### src/rtl/debug_abstract_cmd_encoder.sv
// Abstract-command to RV32I/Zicsr instruction-stream encoder for the debug fetch path.
// Issues one instruction at a time, waits for retire/trap/timeout, then reports status.
module debug_abstract_cmd_encoder #(
   parameter int unsigned TIMEOUT_CYCLES = 256,
   parameter int unsigned TIMEOUT_W      = 9
) (
   input  logic        clk,
   input  logic        rst_n,
   input  logic        cmd_valid,
   output logic        cmd_ready,
   input  logic [1:0]  cmd_type,
   input  logic [11:0] cmd_regno,
   input  logic [31:0] cmd_data,
   output logic        inst_valid,
   input  logic        inst_ready,
   output logic [31:0] inst,
   input  logic        inst_retired,
   input  logic        inst_exception,
   output logic        resp_valid,
   output logic [1:0]  resp_err,
   output logic        busy
);

   typedef enum logic [1:0] {S_IDLE, S_ISSUE, S_WAIT, S_RESP} state_t;

   localparam logic [1:0]  CMD_GPR_RD = 2'd0;
   localparam logic [1:0]  CMD_GPR_WR = 2'd1;
   localparam logic [1:0]  CMD_CSR_RD = 2'd2;
   localparam logic [1:0]  CMD_CSR_WR = 2'd3;

   localparam logic [1:0]  ERR_OK      = 2'd0;
   localparam logic [1:0]  ERR_UNSUPP  = 2'd1;
   localparam logic [1:0]  ERR_EXCEPT  = 2'd2;
   localparam logic [1:0]  ERR_TIMEOUT = 2'd3;

   localparam logic [11:0] CSR_DSCRATCH = 12'h7B2;
   localparam logic [4:0]  X0 = 5'd0;
   localparam logic [4:0]  X1 = 5'd1;

   localparam logic [TIMEOUT_W-1:0] TIMER_LAST = TIMEOUT_W'(TIMEOUT_CYCLES - 1);

   function automatic logic [31:0] f_csr(input logic [11:0] csr, input logic [4:0] rs1,
                                         input logic [2:0] fn3, input logic [4:0] rd);
      return {csr, rs1, fn3, rd, 7'b1110011};
   endfunction

   function automatic logic [31:0] f_lui(input logic [4:0] rd, input logic [19:0] imm);
      return {imm, rd, 7'b0110111};
   endfunction

   function automatic logic [31:0] f_addi(input logic [4:0] rd, input logic [4:0] rs1,
                                          input logic [11:0] imm);
      return {imm, rs1, 3'b000, rd, 7'b0010011};
   endfunction

   state_t                r_state;
   state_t                w_next_state;
   logic [1:0]            r_type;
   logic [11:0]           r_regno;
   logic [31:0]           r_data;
   logic [2:0]            r_step;
   logic [2:0]            w_next_step;
   logic [1:0]            r_err;
   logic [1:0]            w_next_err;
   logic [TIMEOUT_W-1:0]  r_timer;

   logic                  w_accept;
   logic                  w_illegal;
   logic                  w_x0_write;
   logic [2:0]            w_last_step;
   logic [4:0]            w_gpr;
   logic [19:0]           w_hi;
   logic [11:0]           w_lo;
   logic [31:0]           w_inst;

   assign w_accept   = cmd_valid && (r_state == S_IDLE);
   assign w_illegal  = (!cmd_type[1] && (cmd_regno > 12'd31)) ||
                       ((cmd_type == CMD_CSR_WR) && (cmd_regno[11:10] == 2'b11));
   assign w_x0_write = (cmd_type == CMD_GPR_WR) && (cmd_regno == 12'd0);

   assign w_gpr = r_regno[4:0];
   assign w_lo  = r_data[11:0];
   // Rounding the upper part compensates for ADDI sign-extending the low 12 bits.
   assign w_hi  = r_data[31:12] + {19'd0, r_data[11]};

   always_comb begin
      w_last_step = 3'd0;
      case (r_type)
         CMD_GPR_RD: w_last_step = 3'd0;
         CMD_GPR_WR: w_last_step = 3'd1;
         CMD_CSR_RD: w_last_step = 3'd2;
         default:    w_last_step = 3'd4;
      endcase
   end

   always_comb begin
      w_inst = '0;
      case (r_type)
         CMD_GPR_RD: w_inst = f_csr(CSR_DSCRATCH, w_gpr, 3'b001, X0);
         CMD_GPR_WR: begin
            if (r_step == 3'd0) w_inst = f_lui(w_gpr, w_hi);
            else                w_inst = f_addi(w_gpr, w_gpr, w_lo);
         end
         CMD_CSR_RD: begin
            case (r_step)
               3'd0:    w_inst = f_csr(CSR_DSCRATCH, X1, 3'b001, X0);
               3'd1:    w_inst = f_csr(r_regno, X0, 3'b010, X1);
               default: w_inst = f_csr(CSR_DSCRATCH, X1, 3'b001, X1);
            endcase
         end
         default: begin
            case (r_step)
               3'd0:    w_inst = f_csr(CSR_DSCRATCH, X1, 3'b001, X0);
               3'd1:    w_inst = f_lui(X1, w_hi);
               3'd2:    w_inst = f_addi(X1, X1, w_lo);
               3'd3:    w_inst = f_csr(r_regno, X1, 3'b001, X0);
               default: w_inst = f_csr(CSR_DSCRATCH, X0, 3'b001, X1);
            endcase
         end
      endcase
   end

   always_comb begin
      w_next_state = r_state;
      w_next_step  = r_step;
      w_next_err   = r_err;
      case (r_state)
         S_IDLE: begin
            if (cmd_valid) begin
               w_next_step = '0;
               if (w_illegal) begin
                  w_next_state = S_RESP;
                  w_next_err   = ERR_UNSUPP;
               end else if (w_x0_write) begin
                  w_next_state = S_RESP;
                  w_next_err   = ERR_OK;
               end else begin
                  w_next_state = S_ISSUE;
                  w_next_err   = ERR_OK;
               end
            end
         end
         S_ISSUE: begin
            if (inst_ready) w_next_state = S_WAIT;
         end
         S_WAIT: begin
            if (inst_exception) begin
               w_next_state = S_RESP;
               w_next_err   = ERR_EXCEPT;
            end else if (inst_retired) begin
               if (r_step == w_last_step) begin
                  w_next_state = S_RESP;
                  w_next_err   = ERR_OK;
               end else begin
                  w_next_state = S_ISSUE;
                  w_next_step  = r_step + 3'd1;
               end
            end else if (r_timer == TIMER_LAST) begin
               w_next_state = S_RESP;
               w_next_err   = ERR_TIMEOUT;
            end
         end
         default: w_next_state = S_IDLE;
      endcase
   end

   always_ff @(posedge clk or negedge rst_n) begin
      if (!rst_n) begin
         r_state <= S_IDLE;
         r_step  <= '0;
         r_err   <= ERR_OK;
         r_timer <= '0;
         r_type  <= '0;
         r_regno <= '0;
         r_data  <= '0;
      end else begin
         r_state <= w_next_state;
         r_step  <= w_next_step;
         r_err   <= w_next_err;
         if (r_state == S_ISSUE)     r_timer <= '0;
         else if (r_state == S_WAIT) r_timer <= r_timer + 1'b1;
         if (w_accept) begin
            r_type  <= cmd_type;
            r_regno <= cmd_regno;
            r_data  <= cmd_data;
         end
      end
   end

   assign cmd_ready  = (r_state == S_IDLE);
   assign inst_valid = (r_state == S_ISSUE);
   assign inst       = (r_state == S_ISSUE) ? w_inst : '0;
   assign resp_valid = (r_state == S_RESP);
   assign resp_err   = (r_state == S_RESP) ? r_err : ERR_OK;
   assign busy       = (r_state != S_IDLE);

endmodule

### config.mk
export PLATFORM = sky130hd
export DESIGN_NAME = debug_abstract_cmd_encoder
export DESIGN_NICKNAME = d
export VERILOG_FILES = /design/src/rtl/debug_abstract_cmd_encoder.sv
export SDC_FILE = /design/constraint.sdc
export NUM_CORES = 1
export LEC_CHECK = 0
export ABC_CLOCK_PERIOD_IN_PS = 3900
export BUFFER_PORTS_ARGS = -buffer_cell sky130_fd_sc_hd__buf_4
export CAP_MARGIN = 20
export CELL_PAD_IN_SITES_DETAIL_PLACEMENT = 0
export CELL_PAD_IN_SITES_GLOBAL_PLACEMENT = 2
export CORE_UTILIZATION = 25
export CTS_BUF_LIST = sky130_fd_sc_hd__clkbuf_16
export DETAILED_ROUTE_END_ITERATION = 8
export PLACE_DENSITY = 0.61
export RECOVER_POWER = 100
export SYNTH_ARGS = -nofsm -noshare
export SYNTH_HDL_FRONTEND = slang
export SYNTH_SLANG_ARGS = --single-unit
### constraint.sdc
create_clock -name clk -period 3.9 [get_ports clk]
set_input_delay 0 -clock clk [delete_from_list [all_inputs] [get_ports clk]]
set_output_delay 0 -clock clk [all_outputs]
set_load 0.1 [all_outputs]
### After elaboration in Yosys (flattened, before gate mapping)

Index checks and enable logic that the tools add are counted.

| operators by class | value |
|---|---|
| add/subtract/negate cells | 3 |
| multipliers | 0 |
| div/mod/pow operators | 0 |
| $lt $le $gt $ge | 1 |
| equality and inequality tests | 20 |
| shift operators | 0 |
| multiplexer cells | 29 |
| bitwise logic cells | 0 |
| reduce and logical (&&, ||, !) cells | 16 |

Operator list:

| cell | count |
|---|---|
| 32-bit one-hot mux with 4 select lines | 1 |
| 32-bit one-hot mux with 3 select lines | 1 |
| 32-bit two-way mux | 2 |
| 32-bit one-hot mux with 2 select lines | 1 |
| 2-bit two-way mux | 13 |
| 20-bit by 1-bit adder with 20-bit output | 1 |
| 9-bit two-way mux | 2 |
| 12-bit by 5-bit > comparator with 1-bit output (second input constant) | 1 |
| 12-bit zero test | 1 |
| 3-bit two-way mux | 4 |
| 2-bit equality test (second input constant) | 5 |
| 9-bit by 1-bit adder with 9-bit output (second input constant) | 1 |
| 9-bit by 8-bit equality test with 1-bit output (second input constant) | 1 |
| 3-bit one-hot mux with 3 select lines | 1 |
| 2-bit inequality test (second input constant) | 4 |
| 4-bit inequality test (second input constant) | 2 |
| 2-bit by 1-bit equality test with 1-bit output (second input constant) | 3 |
| 3-bit by 2-bit equality test with 1-bit output (second input constant) | 2 |
| 2-bit one-hot mux with 3 select lines | 1 |
| 3-bit one-hot mux with 2 select lines | 1 |
| 2-bit nonzero test | 3 |
| 5-bit AND reduction | 1 |
| 1-bit logical AND | 4 |
| 2-bit zero test | 2 |
| other kinds (11) | 11 |

| storage, ports and cells | value |
|---|---|
| register bits | 62 |
| latch bits | 0 |
| memory bits (writable) | 0 |
| memory bits (read-only) | 0 |
| input bits | 52 |
| logic and storage cells | 76 |
| memories | 0 |

### Logic depth before layout (Yosys ltp)

Gate-level depths: netlist of run 1.

| depth | value |
|---|---|
| depth after elaboration | 7 |
| mapped depth | 9 |
| depth with buffers taken out | 9 |

### Least setup slack after synthesis of run 1

Ideal clock, no wire load.

| timing | value |
|---|---|
| path type | reg2out |
| start | reg r_state[1] |
| end | out inst[20] |
| arrival time | 4.112 ns |
| required time | 3.900 ns |
| path slack | -0.212 ns |
| cell stages (with the launch flop) | 6 |
| buffers on the path | 2 |
| cell sequence | dfrtp_1 > inv_1 > ha_1 > buf_2 > clkbuf_1 > nor3b_1 |

| between the ends | value |
|---|---|
| word-level cells in the longest chain between the ends | 2 |

RTL lines:

| what | RTL line | RTL |
|---|---|---|
| start, declared | 56 | `state_t r_state;` |
| start signal, assigned | 177 | `r_state <= w_next_state;` |
| 2-bit by 1-bit equality test with 1-bit output | - |  |
| named net inst_valid | 14 | `output logic inst_valid,` |
| 32-bit two-way mux | 192 | `assign inst = (r_state == S_ISSUE) ? w_inst : '0;` |
| end, declared | 16 | `output logic [31:0] inst,` |

The timed path passes the listed nets, and every way through them passes these cells.

### Worst setup path in the final report of run 1

| timing | value |
|---|---|
| start | reg r_step[0] |
| end | out inst[24] |

| between the ends | value |
|---|---|
| word-level cells in the longest chain between the ends | 4 |

RTL lines:

| what | RTL line | RTL |
|---|---|---|
| start, declared | 61 | `logic [2:0] r_step;` |
| start signal, assigned | 178 | `r_step <= w_next_step;` |
| 3-bit by 2-bit equality test with 1-bit output, or another cell as far along | 112 | `case (r_step)` |
| 32-bit one-hot mux with 4 select lines, or another cell as far along | 112 |  |
| 32-bit one-hot mux with 3 select lines (*) | 98 | `case (r_type)` |
| 32-bit two-way mux (*) | 192 |  |

Every way passes the cells marked *; elsewhere a longest branch is shown, timed or not.

==> metrics.log, run 1 <==
INFO  metric initial_utilization = 0.2562
INFO  metric synth_edf_count = 0
INFO  metric power.sequential.fraction = 0.274
INFO  metric replace_congestion = 0.7687
INFO  metric number_of_antenna_cells_inserted = 0
INFO  metric design.final.nets = 628
INFO  metric io_pins = 90
INFO  metric worstPathRequired = approximately 4 ns
INFO  metric h-tree-depth = 3
INFO  metric clock_power_share = 0.143
INFO  metric avgSynthCellArea = 9.625 um^2
INFO  metric floorplan.die.width = approximately 130 um
INFO  metric finClkSkew = 0.007734 ns
INFO  metric detailed_router_s_first_iteration_violation_count = 176
INFO  metric floorplan.die.height = 132.6 um
INFO  metric cts_tree = done
INFO  metric worst_hold_path.num_cells = 5
INFO  metric timing.max_cap.violations = 1
INFO  metric routed_wire_length_per_instance = 16.74 um
INFO  metric netlist.area_leader.share = 0.3638
INFO  metric synthesis.yosys.warnings = 0
INFO  metric slew_headroom = -0.08306
INFO  metric antenna_found_initial = 0
INFO  metric synthesis.area = approximately 4300 um^2
INFO  metric number_of_max_slew_violations_in_the_final_report = 63
INFO  metric hold_startpoint = inst_ready
INFO  metric setup_total_negative_slack = 0 ns
INFO  metric clock_period_minus_final_worst_setup_slack = 3.249 ns
INFO  metric cp-end-kind = primary output
INFO  metric violations_in_the_final_reports = max-capacitance violations, max-slew violations
INFO  metric synth_seq_cells = 62
INFO  metric cts.root.buffer_cell = sky130_fd_sc_hd__clkbuf_16
INFO  metric worst_hold_path.endpoint = r_state[0]$_DFFE_PN0P_
INFO  metric first_pass_grt_wire_length = 21.07 mm
INFO  metric synth.lib_cells_used.distinct = 69
INFO  metric synth-async-reset-ratio = 1.000
INFO  metric hold_path_class = in -> reg
INFO  metric ys_seq_area_frac = 0.3638
INFO  metric power.share.combinational = 0.583
INFO  metric worst_r2r_startpoint = r_state[0]$_DFFE_PN0P_
INFO  metric grt_pass1_vias = 3849
INFO  metric multi_input_area = 2490 um^2
INFO  metric power.total = between 5000 and 6000 uW
INFO  metric p_sw_frac = 0.5541
INFO  metric startpoint_to_endpoint_class_of_the_critical_path = reg -> out
INFO  metric area_growth_syn_to_layout = 33.30%
INFO  metric timing.hold.ws = 0.08580 ns
INFO  metric grt_start_max_net_pins = 63
INFO  metric ctsLongestPathBuffers = 2
INFO  metric cts.repair.resized = 0
INFO  metric drive_gt1_frac = 0.2518
INFO  metric max-vdd-ir-drop = 0.3742 mV
INFO  metric vias_per_std_cell = about 4.8
INFO  metric power.internal = 2283 uW
INFO  metric synthTopCellsByCount = sky130_fd_sc_hd__dfrtp_1, sky130_fd_sc_hd__mux2_2, sky130_fd_sc_hd__nand2_1, sky130_fd_sc_hd__o21ai_0, sky130_fd_sc_hd__nor2_1
INFO  metric clock_sink_count = 62
INFO  metric critPathArrivalTime = 3.25 ns
INFO  metric worst-r2r-setup-slack = around 0.76 ns
INFO  metric setup_viol = 0
INFO  metric netSwitchingPower = 2837 uW
INFO  metric sequential_cell_area = 1551 um^2
INFO  metric run_status = finished with violations
INFO  metric detailed_place_hpwl = 9.673 mm
INFO  metric core-area = around 17000 um^2
INFO  metric drtAntennaViolNets = 0
INFO  metric r2r_endpoint = r_data[29]$_DFFE_PN0P_
INFO  metric num_vias = 3773
INFO  metric synth_flop_cell = sky130_fd_sc_hd__dfrtp_1
INFO  metric syn-num-nets = 508
INFO  metric drt_wl_total = 13.19 mm
INFO  metric synth_area_leader_cell = sky130_fd_sc_hd__dfrtp_1
INFO  metric first_pass_iters = 4
INFO  metric yosys.cell_count.top_type = sky130_fd_sc_hd__dfrtp_1
INFO  metric power_leakage = approximately 0.0024 uW
INFO  metric final_min_period_over_clock_period = 0.8331
INFO  metric cts_inserted_buffers = 9
INFO  metric tightestPinTransition = 1.625 ns
INFO  metric fillers = 1754
INFO  metric cp-start-kind = flip-flop
INFO  metric finalHoldViolations = 0
INFO  metric fp-row-count = 47
INFO  metric unrepaired_setup_endpoints_after_global_routing = false
INFO  metric grt_overflow = 0
INFO  metric top_area_cells_in_the_synthesized_netlist = sky130_fd_sc_hd__dfrtp_1, sky130_fd_sc_hd__mux2_2, sky130_fd_sc_hd__ha_1
INFO  metric portBuffers = 88
INFO  metric clkLatencyLatePin = 0.34 ns
INFO  metric floorplan.die_area = ~18000 um^2
INFO  metric cp_max_fo = 9
INFO  metric post_synth_inst_count = 443
INFO  metric achievable-frequency = around 0.31 GHz
INFO  metric cts.clk_slew.worst_paths = roughly 0.060 ns
INFO  metric r2r.worst_path.cells = 5
INFO  metric drc = 0
INFO  metric power_density_normalized_to_cell_area = 900.7 nW/um^2
INFO  metric groute.usage.overall = 0.1575
## critical path, stage by stage (launching register included)
cell                       delay, ns
sky130_fd_sc_hd__dfrtp_1        0.48
sky130_fd_sc_hd__inv_1          0.15
sky130_fd_sc_hd__ha_1           0.29
sky130_fd_sc_hd__nor2b_1        0.65
sky130_fd_sc_hd__a21oi_1        0.19
sky130_fd_sc_hd__o221ai_2       0.09
sky130_fd_sc_hd__and3_1         0.19
sky130_fd_sc_hd__clkbuf_1       0.86
## power by group through the flow
stage               clock network (uW)  registers, uW  logic [uW]
finish                             730           1400        2990
CTS                                755           1410        3140
global route                       784           1460        3210
floorplan                            0           1180        2600
detailed placement                   0           1420        3090
global placement                     0           1410        3070
## per-layer routing
layer / up-vias / wire length, um / track usage
met1: 1813 / 6447 / 0.2112
met2: 85 / 6058 / 0.2477
met3: 7 / 577 / 0.03985
li1: 1868 / - / -
met4: 0 / 108 / 0.04853
met5: - / 0 / 0
## area by class of cell
cell class / count / area share
multi-input combinational: 333 / 0.4380
sequential: 62 / 0.2729
timing repair buffer: 139 / 0.1818
tap: 220 / 0.04843
clock buffer: 9 / 0.03962
inverter: 18 / 0.01189
clock inverter: 7 / 0.007264
## cell families (layout without fill, tap and decap cells)
group | Yosys count | count (layout) | share of synthesized area
AOI/OAI and AO/OA | 109 | 109 | 0.1837
xor gates and xnor gates | 17 | 17 | 0.03492
adders and majority gates | 13 | 13 | 0.03815
buffers and inverters | 48 | 173 | 0.05428
DFF | 62 | 62 | 0.3639
muxes | 53 | 53 | 0.1388
other | 1 | 1 | 0.0008794
and+or+nand+nor | 140 | 140 | 0.1854
## layout by cell type (no fill, tap or decap), types with 12 or more instances in the layout
master	instances
sky130_fd_sc_hd__nor2_1	21
sky130_fd_sc_hd__clkbuf_1	28
sky130_fd_sc_hd__inv_1	18
sky130_fd_sc_hd__xor2_1	12
sky130_fd_sc_hd__a21oi_1	19
sky130_fd_sc_hd__ha_1	13
sky130_fd_sc_hd__dfrtp_1	62
sky130_fd_sc_hd__mux2_2	49
sky130_fd_sc_hd__o21ai_0	27
sky130_fd_sc_hd__nand2_1	33
sky130_fd_sc_hd__nand3_1	18
sky130_fd_sc_hd__dlygate4sd3_1	47
sky130_fd_sc_hd__nor2b_1	12
sky130_fd_sc_hd__buf_4	55
sky130_fd_sc_hd__and3_1	12
## how the worst max path moves through the flow
stage / start / end / depth (start not counted)
5_1_grt: r_step[0]$_DFFE_PN0P_ / inst[24] / 7
6_report: r_step[0]$_DFFE_PN0P_ / inst[24] / 7
4_1_cts: r_step[2]$_DFFE_PN0P_ / inst[29] / 7
3_5_place_dp: r_step[2]$_DFFE_PN0P_ / inst[29] / 7
2_1_floorplan: r_state[1]$_DFFE_PN0P_ / inst[16] / 5
3_3_place_gp: r_step[2]$_DFFE_PN0P_ / inst[30] / 7
## flip-flops by register name (all words and copies together), names as in the netlist
register  count
r_data       32
r_err         2
r_regno      12
r_state       2
r_step        3
r_timer       9
r_type        2
## per-stage QoR
stage,utilization,instance area [um^2],cells,setup WS [ns]
after floorplan,-,4284,443,-0.05831
after global placement,0.3053,5081,724,1.410
after detailed placement,0.3053,5081,724,1.381
after CTS,0.3496,5818,787,1.002
after global routing,0.3416,5684,788,0.3821
final,0.3416,5684,788,0.6509
## repair_timing
action,in CTS,in global routing
buffers inserted,0,0
hold buffers,47,0
endpoints found under the hold margin,108,0
Power figures use the tool's default switching activity.
==> run 2: changes to the inputs <==
- ABC_CLOCK_PERIOD_IN_PS: 3900 -> 3400
- clock period: 3.9 -> 3.4 ns (I/O delays scaled with it)
==> run 2 against run 1 <==
Net effect:
- the run still ends with max-capacitance violations, max-slew violations left
- power rose by 15%
- sequential cell count unchanged
- cell count decreased by 0.13%
- worst setup slack lost 0.31 ns
- wire length rose by 3.7%
- utilization about the same
- worst hold slack got worse by 0.0048 ns
- sequential power grew 14%
- register-to-register slack worse by 0.12 ns
- global-route usage is 0.46 points higher
- highest routed layer unchanged
==> metrics.log, run 2 (synthesis gave the netlist of run 1 again) <==
INFO  metric power_density_normalized_to_cell_area = 1033 nW/um^2 (+15%)
INFO  metric violations_in_the_final_reports = max-capacitance violations, max-slew violations
INFO  metric floorplan.die_area = 17580 um^2 (unchanged)
INFO  metric grt_start_max_net_pins = 63 (unchanged)
INFO  metric floorplan.die.height = 132.6 um (unchanged)
INFO  metric core-area = 16640 um^2 (unchanged)
INFO  metric first_pass_grt_wire_length = 21.73 mm (+3.1%)
INFO  metric cts.repair.resized = 0 (unchanged)
INFO  metric cts_tree = done
INFO  metric fp-row-count = 47 (unchanged)
INFO  metric antenna_found_initial = 0 (unchanged)
INFO  metric power_leakage = 0.002456 uW (+2.5%)
INFO  metric commonest_non_fill_non_tap_cell_in_the_layout = sky130_fd_sc_hd__dfrtp_1
INFO  metric max-vdd-ir-drop = 0.5595 mV (+50%)
INFO  metric first_pass_iters = 7 (+3)
INFO  metric cts_setup_buffers = 0 (unchanged)
INFO  metric clkLatencyLatePin = 0.33 ns (about the same)
INFO  metric grt_pass1_vias = 3825 (-0.62%)
INFO  metric finalHoldViolations = 0 (unchanged)
INFO  metric grt_overflow = 0 (unchanged)
INFO  metric drt_wl_total = 13.68 mm (+3.7%)
INFO  metric finalWorstSetupSlack = 0.3450 ns (-0.3059 ns)
INFO  metric largest_reg_flops = 32 (unchanged)
INFO  metric cts.clk_slew.worst_paths = 0.05 ns (about the same)
INFO  metric worst-r2r-setup-slack = 0.64 ns (-0.12 ns)
INFO  metric setup_total_negative_slack = 0 ns (unchanged)
INFO  metric slew_headroom = -0.09356 (-0.01050)
INFO  metric routed_wire_length_per_instance = 17.38 um (+3.8%)
INFO  metric run_status = finished with violations
INFO  metric cp-start-kind = flip-flop
INFO  metric detailed_place_hpwl = 10.06 mm (+4.0%)
INFO  metric regMostFlops = r_data
INFO  metric layout.core_utilization = 0.3420 (+0.0004510)
INFO  metric setup_viol = 0 (unchanged)
INFO  metric num_vias = 3828 (+1.5%)
INFO  metric worstPathRequired = 3.40 ns (-0.50 ns)
INFO  metric achievable-frequency = around 0.33 GHz
INFO  metric fillers = 1752 (-0.11%)
INFO  metric detailed_router_s_first_iteration_violation_count = 176 (unchanged)
INFO  metric initial_utilization = 0.2562 (unchanged)
INFO  metric pre_cts_ws = 0.8279 ns (-0.5533 ns)
INFO  metric critPathArrivalTime = 3.06 ns (-0.19 ns)
INFO  metric replace_congestion = 0.7822 (+1.8%)
INFO  metric portBuffers = 88 (unchanged)
INFO  metric tightestPinTransition = 1.640 ns (+0.01575 ns)
INFO  metric cp_max_fo = 9 (unchanged)
INFO  metric largest_registers = r_data (32), r_regno (12), r_timer (9)
INFO  metric timing.hold.ws = 0.08102 ns (-0.004779 ns)
INFO  metric finClkSkew = 0.003468 ns (-0.004266 ns)
INFO  metric number_of_max_slew_violations_in_the_final_report = 63 (unchanged)
INFO  metric number_of_antenna_cells_inserted = 0 (unchanged)
INFO  metric cts_inserted_buffers = 9 (unchanged)
INFO  metric h-tree-depth = 3 (unchanged)
INFO  metric cts.root.buffer_cell = sky130_fd_sc_hd__clkbuf_16
INFO  metric final_min_period_over_clock_period = 0.8985
INFO  metric power.total = 5877 uW (+15%)
INFO  metric clock_sink_count = 62 (unchanged)
INFO  metric io_pins = 90 (unchanged)
INFO  metric drtAntennaViolNets = 0 (unchanged)
INFO  metric area_growth_syn_to_layout = 33.48%
INFO  metric most-common-layout-cells = sky130_fd_sc_hd__dfrtp_1, sky130_fd_sc_hd__buf_4, sky130_fd_sc_hd__mux2_2, sky130_fd_sc_hd__dlygate4sd3_1, sky130_fd_sc_hd__nand2_1
INFO  metric timing.max_cap.violations = 1 (unchanged)
INFO  metric cp-end-kind = primary output
INFO  metric vias_per_std_cell = 4.864 (+1.6%)
INFO  metric drc = 0 (unchanged)
INFO  metric floorplan.die.width = 132.6 um (unchanged)
INFO  metric startpoint_to_endpoint_class_of_the_critical_path = reg -> out
INFO  metric drive_gt1_frac = 0.2804 (+0.02866)
INFO  metric groute.usage.overall = 0.1621 (+0.004646)
INFO  metric clock_period_minus_final_worst_setup_slack = 3.055 ns
INFO  metric hold_path_class = in -> reg
INFO  metric design.final.nets = 628 (unchanged)
INFO  metric ctsLongestPathBuffers = 2 (unchanged)
INFO  metric unrepaired_setup_endpoints_after_global_routing = false
[run 2: changes by cell type in the layout (fill, tap and decap cells not counted), moves of 2 or more]
cell / change
sky130_fd_sc_hd__a21oi_2: +4
sky130_fd_sc_hd__inv_1: +3
sky130_fd_sc_hd__buf_4: -4
sky130_fd_sc_hd__clkinvlp_4: -2
sky130_fd_sc_hd__clkbuf_2: +17
sky130_fd_sc_hd__buf_2: +3
sky130_fd_sc_hd__a21oi_1: -4
sky130_fd_sc_hd__clkbuf_1: -16
[run 2: stage by stage]
stage | area, um^2 | std cells
finish | 5692 | 787
global route | 5692 | 787
CTS | 5823 | 787
detailed placement | 5104 | 725
global placement | 5104 | 725
floorplan | 4299 | 443
[run 2: where the power goes]
part	total (uW)	switching [uW]	internal, uW
logic	3480	2440	1040
registers	1590	491	1100
clock network	802	328	474
[run 2: path summary, 6_finish.rpt]
path / start / end / depth (start not counted)
max: r_step[0]$_DFFE_PN0P_ / inst[26] / 7
min: inst_ready / r_state[0]$_DFFE_PN0P_ / 5
max reg2reg: r_state[0]$_DFFE_PN0P_ / r_data[25]$_DFFE_PN0P_ / 5
min reg2reg: r_err[1]$_DFFE_PN0P_ / r_err[1]$_DFFE_PN0P_ / 2
max in group asynchronous: rst_n / r_timer[0]$_DFFE_PN0P_ / 2
min in group asynchronous: rst_n / r_data[23]$_DFFE_PN0P_ / 2
[run 2: area by class of cell]
cell class,instances,area (um^2),area share
clock buffer,9,225.2,0.03957
tap,220,275.3,0.04836
timing repair buffer,139,1044,0.1833
sequential,62,1551,0.2726
inverter,18,67.56,0.01187
clock inverter,6,23.77,0.004177
multi-input combinational,333,2505,0.4401
[run 2: repair_timing]
action                     in CTS  in global routing
hold buffers                   47                  0
hold endpoints to repair      108                  0
setup endpoints to repair       0                  0
[run 2: metal layers]
| metal | wire (um) | track usage | up-vias |
|---|---|---|---|
| li1 | - | - | 1868 |
| met1 | 6533 | 0.2168 | 1865 |
| met2 | 6314 | 0.2564 | 84 |
| met3 | 643 | 0.03908 | 11 |
| met4 | 190 | 0.05172 | 0 |
| met5 | 0 | 0 | - |
[run 2: critical path, cell delays in order (launching register included)]
cell and delay (ns):
sky130_fd_sc_hd__dfrtp_1 0.48, sky130_fd_sc_hd__inv_1 0.15, sky130_fd_sc_hd__ha_1 0.32, sky130_fd_sc_hd__nor2b_1 0.71
sky130_fd_sc_hd__a221o_1 0.28, sky130_fd_sc_hd__o221ai_1 0.13, sky130_fd_sc_hd__a21oi_2 0.17, sky130_fd_sc_hd__clkbuf_2 0.47
